### config.mk
export PLATFORM = sky130hd
export DESIGN_NAME = dsram_ctrl
export DESIGN_NICKNAME = d
export VERILOG_FILES = /design/src/rtl/dsram_ctrl.sv
export SDC_FILE = /design/constraint.sdc
export NUM_CORES = 1
export LEC_CHECK = 0
export ABC_AREA = 1
export CORE_ASPECT_RATIO = 0.5
export CORE_MARGIN = 2
export CORE_UTILIZATION = 50
export DETAILED_ROUTE_END_ITERATION = 12
export GPL_TIMING_DRIVEN = 0
export PLACE_DENSITY = 0.86
export SETUP_SLACK_MARGIN = 0.4
export SLEW_MARGIN = 20
export SYNTH_ARGS = -nofsm -noshare
export SYNTH_HDL_FRONTEND = slang
export SYNTH_SLANG_ARGS = --single-unit
### constraint.sdc
create_clock -name clk -period 2.6 [get_ports clk]
set_input_delay 0.52 -clock clk [delete_from_list [all_inputs] [get_ports clk]]
set_output_delay 0.52 -clock clk [all_outputs]
set_load 0.02 [all_outputs]
### src/rtl/dsram_ctrl.sv
// dsram_ctrl
//   Data-memory responder between the CPU mem stage and the board's 32-bit
//   asynchronous SRAM. It accepts word-addressed read/write requests and
//   turns them into multi-cycle SRAM strobe sequences. A one-entry posted-write
//   buffer absorbs the single-cycle write_ce pulse so that a write is never
//   lost while the SRAM is busy.
//
//   Optional feature (compile-time macro WR_FWD_EN):
//     When defined, a read in IDLE that hits the buffered write address is
//     answered from the write buffer in one cycle, with no SRAM cycle.
//     When undefined, such a read waits for the buffer to drain.
//
// Ports
//   clk              system clock
//   rst              asynchronous reset, active low
//   read_ce          read request, held by the requester until rdata_valid
//   dram_read_addr   read word address (bit 20 selects another region)
//   write_ce         write request, single-cycle pulse
//   dram_write_addr  write word address, qualified by write_ce
//   wdata            write data, qualified by write_ce
//   ram_rdata        registered read data, held until the next read completes
//   rdata_valid      one-cycle pulse when ram_rdata is updated
//   busy             FSM not idle, or write buffer occupied
//   wr_ovf           sticky: a write was dropped because the buffer was full
//   sram_addr        SRAM word address
//   sram_dq_o        SRAM write data
//   sram_dq_oe       SRAM data bus drive enable
//   sram_dq_i        SRAM read data
//   sram_ce_n/oe_n/we_n  SRAM strobes, active low

module dsram_ctrl #(
  parameter int ADDR_W  = 20,
  parameter int RD_WAIT = 1,
  parameter int WR_WAIT = 2
) (
  input  logic              clk,
  input  logic              rst,
  input  logic              read_ce,
  input  logic [29:0]       dram_read_addr,
  input  logic              write_ce,
  input  logic [29:0]       dram_write_addr,
  input  logic [31:0]       wdata,
  output logic [31:0]       ram_rdata,
  output logic              rdata_valid,
  output logic              busy,
  output logic              wr_ovf,
  output logic [ADDR_W-1:0] sram_addr,
  output logic [31:0]       sram_dq_o,
  output logic              sram_dq_oe,
  input  logic [31:0]       sram_dq_i,
  output logic              sram_ce_n,
  output logic              sram_oe_n,
  output logic              sram_we_n
);

  typedef enum logic [2:0] {
    IDLE,
    RD,
    WR_SETUP,
    WR_PULSE,
    WR_HOLD
  } state_t;

  state_t            state_reg;
  logic [3:0]        wait_cnt_reg;
  logic              wb_valid_reg;
  logic [ADDR_W-1:0] wb_addr_reg;
  logic [31:0]       wb_data_reg;

  logic wr_in_region;
  logic rd_in_region;
  logic rd_req;
  logic wb_drain;
  logic wb_load;
  logic fwd_hit;
  logic unused_addr_bits;

  // Only bit 20 = 0 belongs to this block; the remaining upper address bits
  // are not decoded here.
  assign unused_addr_bits = ^{dram_read_addr, dram_write_addr};

  assign wr_in_region = write_ce && !dram_write_addr[20];
  assign rd_in_region = !dram_read_addr[20];

  // The requester keeps read_ce high during the cycle in which it sees
  // rdata_valid; that cycle must not start a second copy of the same read.
  assign rd_req = read_ce && !rdata_valid;

  // The buffer is emptied on the edge that moves IDLE into WR_SETUP, so a
  // new write arriving on that very edge can take its place.
  assign wb_drain = (state_reg == IDLE) && wb_valid_reg;
  assign wb_load  = wr_in_region && (!wb_valid_reg || wb_drain);

`ifdef WR_FWD_EN
  assign fwd_hit = (state_reg == IDLE) && rd_req && rd_in_region && wb_valid_reg &&
                   (dram_read_addr[ADDR_W-1:0] == wb_addr_reg);
`else
  assign fwd_hit = 1'b0;
`endif

  assign busy = (state_reg != IDLE) || wb_valid_reg;

  always_ff @(posedge clk or negedge rst) begin
    if (!rst) begin
      state_reg    <= IDLE;
      wait_cnt_reg <= 4'd0;
      wb_valid_reg <= 1'b0;
      wb_addr_reg  <= '0;
      wb_data_reg  <= 32'd0;
      ram_rdata    <= 32'd0;
      rdata_valid  <= 1'b0;
      wr_ovf       <= 1'b0;
      sram_addr    <= '0;
      sram_dq_o    <= 32'd0;
      sram_dq_oe   <= 1'b0;
      sram_ce_n    <= 1'b1;
      sram_oe_n    <= 1'b1;
      sram_we_n    <= 1'b1;
    end else begin
      rdata_valid <= 1'b0;

      // Posted-write buffer
      if (wb_load) begin
        wb_valid_reg <= 1'b1;
        wb_addr_reg  <= dram_write_addr[ADDR_W-1:0];
        wb_data_reg  <= wdata;
      end else if (wb_drain) begin
        wb_valid_reg <= 1'b0;
      end

      if (wr_in_region && wb_valid_reg && !wb_drain) begin
        wr_ovf <= 1'b1;
      end

      case (state_reg)
        IDLE: begin
          if (fwd_hit) begin
            ram_rdata   <= wb_data_reg;
            rdata_valid <= 1'b1;
          end
          if (wb_valid_reg) begin
            // Writes drain before any read so memory order is preserved.
            state_reg  <= WR_SETUP;
            sram_addr  <= wb_addr_reg;
            sram_dq_o  <= wb_data_reg;
            sram_dq_oe <= 1'b1;
            sram_ce_n  <= 1'b0;
            sram_oe_n  <= 1'b1;
            sram_we_n  <= 1'b1;
          end else if (!wr_in_region && rd_req) begin
            // A write accepted on this edge goes first; the read is taken
            // once the buffer has drained.
            if (!rd_in_region) begin
              ram_rdata   <= 32'd0;
              rdata_valid <= 1'b1;
            end else begin
              state_reg    <= RD;
              sram_addr    <= dram_read_addr[ADDR_W-1:0];
              sram_dq_oe   <= 1'b0;
              sram_ce_n    <= 1'b0;
              sram_oe_n    <= 1'b0;
              sram_we_n    <= 1'b1;
              wait_cnt_reg <= 4'(RD_WAIT - 1);
            end
          end
        end

        RD: begin
          if (wait_cnt_reg == 4'd0) begin
            ram_rdata   <= sram_dq_i;
            rdata_valid <= 1'b1;
            sram_ce_n   <= 1'b1;
            sram_oe_n   <= 1'b1;
            state_reg   <= IDLE;
          end else begin
            wait_cnt_reg <= wait_cnt_reg - 4'd1;
          end
        end

        WR_SETUP: begin
          sram_we_n    <= 1'b0;
          wait_cnt_reg <= 4'(WR_WAIT - 1);
          state_reg    <= WR_PULSE;
        end

        WR_PULSE: begin
          if (wait_cnt_reg == 4'd0) begin
            sram_we_n <= 1'b1;
            state_reg <= WR_HOLD;
          end else begin
            wait_cnt_reg <= wait_cnt_reg - 4'd1;
          end
        end

        WR_HOLD: begin
          // Data stays driven through the hold cycle after we_n rises.
          sram_dq_oe <= 1'b0;
          sram_ce_n  <= 1'b1;
          state_reg  <= IDLE;
        end

        default: begin
          sram_dq_oe <= 1'b0;
          sram_ce_n  <= 1'b1;
          sram_oe_n  <= 1'b1;
          sram_we_n  <= 1'b1;
          state_reg  <= IDLE;
        end
      endcase
    end
  end

endmodule

==> reports/results.txt <==
status = complete, but fails checks
failing checks = hold timing
Reg2Reg Setup Slack = 0.93 ns
multi-input logic area = 0.00232 mm2
initial antenna violation count = 0
Worst R2R End = wait_cnt_reg[1]
initial DRC count = 553
DR DRC count = 0
maximum clock rate = 480 MHz
Crit. End Element = output pin
Synth cell types = 24
Final Max Tran Viols = 0
total gr overflow = 0
port bufs = 200
diodes inserted = 0
leading area contributor after synthesis = dfrtp_1
Initial Utilization = 51.9%
post-place setup slack = 0.413 ns
Area contributors post-synth = dfrtp_1 (55%), nand2_1 (16%), nand3_1 (6.2%), inv_1 (4.5%), nor2_1 (4.5%)
Synth Warn # = 0
Num CTS Buffers = 17
CP max FO = 5
Placed Cells = 1169
flip-flop and latch area = 0.00376 mm2
register area share after synthesis = 56.5%
Relative slew margins = 63.2%
CORE AREA = 0.0128 mm2
# hold bufs at CTS = 0
Worst EP required = 2.08 ns
post-route setup slack = 0.518 ns
share of cells above drive strength 1 = 9.97%
DR vias/cell = 4.92
Clock Tree Buf Depth = 2
VDD IR max = 0.687 mV
drt first pass iters = 5
Final Power = 0.0119 W
area share of the largest cell type after synthesis = 55.3%
max cap viols = 0
worst r2r src = wait_cnt_reg[0]
CTS tree = done
NumNets Final = 1150
Cell Area, Synth = 0.00665 mm2
Worst-Skew Late Latency = 0.41 ns
DRT Wirelength = 17400 um
I/O pin cnt = 219
Syn Inst Count = 798
number of global-route vias before repair = 5959
num rows = 29
R2R depth = 8
routability cong. = 0.852
most instantiated library cell after synthesis = nand2_1
worst hold margin = -0.00529 ns
total number of vias = 5919
Post-synth top flop = dfrtp_1
WP data arrival = 1.56 ns
Power Density = 1260 mW/mm2
first-pass GRT wire length = 28700 um
Post-synth EDFFs = 0
Syn Area/Cell = 8.33 um2
Tmin final = 2.08 ns
number of H-tree levels = 4
number of synthesized register bits = 150
skew final = 0.00916 ns
Pleak = 4.83 nW
final setup violation count = 0
synth cell count leaders = nand2_1 (278), dfrtp_1 (147), nand3_1 (82), inv_1 (79), nor2_1 (79)
Antenna Violating Nets Remaining = 0
Finished Layout Cells = 1203
Sink Count = 150
Die Ht = 85.6 um
Setup crit start kind = register
worst slew pin tran = 0.553 ns
die area = 0.0143 mm2
wire per inst = 14.5 um
GRT Resource Usage Total = 25.0%
HP Class = input pin to asynchronous set/reset pin
crit path kind = register to output pin
ys async rst share = 100%
detailed placement HPWL = 12400 um
RSZ-0062 raised after global routing = no
Post-Syn Nets = 928
final number of hold-violating endpoints = 3
Clock Pin Slew Worst Setup and Hold Paths = 0.06 ns
Area growth syn-to-layout = 42.3%
largest net degree at the start of global routing = 104
CTS root buf = clkbuf_16
Fillers = 941
Die Width = 167 um
period utilization = 80.1%
[cell families after synthesis]
| kind of cell | after synthesis | share of synthesized area (%) |
|---|---|---|
| buf+inv | 125 | 8.69 |
| xor+xnor | 1 | 0.132 |
| simple gates | 449 | 27.8 |
| fa+ha+maj | 2 | 0.376 |
| compound gates | 71 | 6.51 |
| flops | 150 | 56.5 |
[how the worst max path moves through the flow]
stage,end,depth (start not counted),start
finish,busy,5,state_reg[1]
global route,busy,5,state_reg[0]
CTS,busy,5,state_reg[1]
detailed placement,wb_data_reg[27],8,write_ce
global placement,sram_dq_o[15],1,rst
floorplan,busy,4,state_reg[1]
[power breakdown]
part | switching, W | internal [W]
Combinational | 0.00330 | 0.00231
Clock | 0.00103 | 0.00125
Sequential | 0.000569 | 0.00342
Total | 0.00490 | 0.00698
[worst max-delay path: stages, from the launching register on]
cell and delay, ns:
dfrtp_2 0.45, nor2_4 0.16, nand2_4 0.08, nor2_2 0.09, inv_1 0.08, clkdlybuf4s15_1 0.30
[metrics by stage]
stage	util (%)	instance area [um2]	TNS, ns
global placement	69.2	8860	-717.78
CTS	73.7	9450	0
detailed placement	69.5	8900	0
floorplan	-	6650	0
global route	73.9	9470	0
finish	73.9	9470	0
[per-layer routing]
| layer | share of wire [%] | GRT usage (%) | vias up |
|---|---|---|---|
| li1 | - | - | 2910 |
| met1 | 44 | 32.4 | 2806 |
| met2 | 50 | 43.4 | 183 |
| met3 | 5.1 | 4.89 | 20 |
| met4 | 1.3 | 7.13 | 0 |
| met5 | 0 | 0 | - |
[layout by cell type, fill, tap and decap left out, types with 2 or more instances in the layout]
| master | instances |
|---|---|
| nand2_1 | 278 |
| clkdlybuf4s50_1 | 198 |
| dfrtp_1 | 145 |
| nand3_1 | 82 |
| inv_1 | 79 |
| nor2_1 | 78 |
| o21ai_0 | 31 |
| a21oi_2 | 20 |
| clkbuf_16 | 17 |
| buf_2 | 15 |
| clkbuf_1 | 14 |
| a21oi_1 | 13 |
| buf_6 | 9 |
| buf_4 | 8 |
| o21ai_1 | 6 |
| clkinvlp_4 | 4 |
| clkinv_4 | 4 |
| inv_2 | 3 |
| nand2_2 | 3 |
| inv_6 | 3 |
| dfstp_2 | 3 |
| nor2_4 | 2 |
| nand2_4 | 2 |
| ha_1 | 2 |
| inv_8 | 2 |
| dfrtp_2 | 2 |
[cell type report]
cell class / count / share of cell area, %
Timing Repair Buffer: 203 / 21.7
Multi-Input combinational cell: 523 / 24.5
Tap cell: 170 / 2.25
Clock buffer: 18 / 4.53
Clock inverter: 14 / 1.26
Inverter: 82 / 3.25
Sequential cell: 150 / 39.7
Buffer: 43 / 2.86
[timing repair]
action	CTS	global route
setup endpoints to repair	1	1
resized for setup	2	3
buffers inserted	0	2
Note: power is estimated with default switching activity, not from simulation.
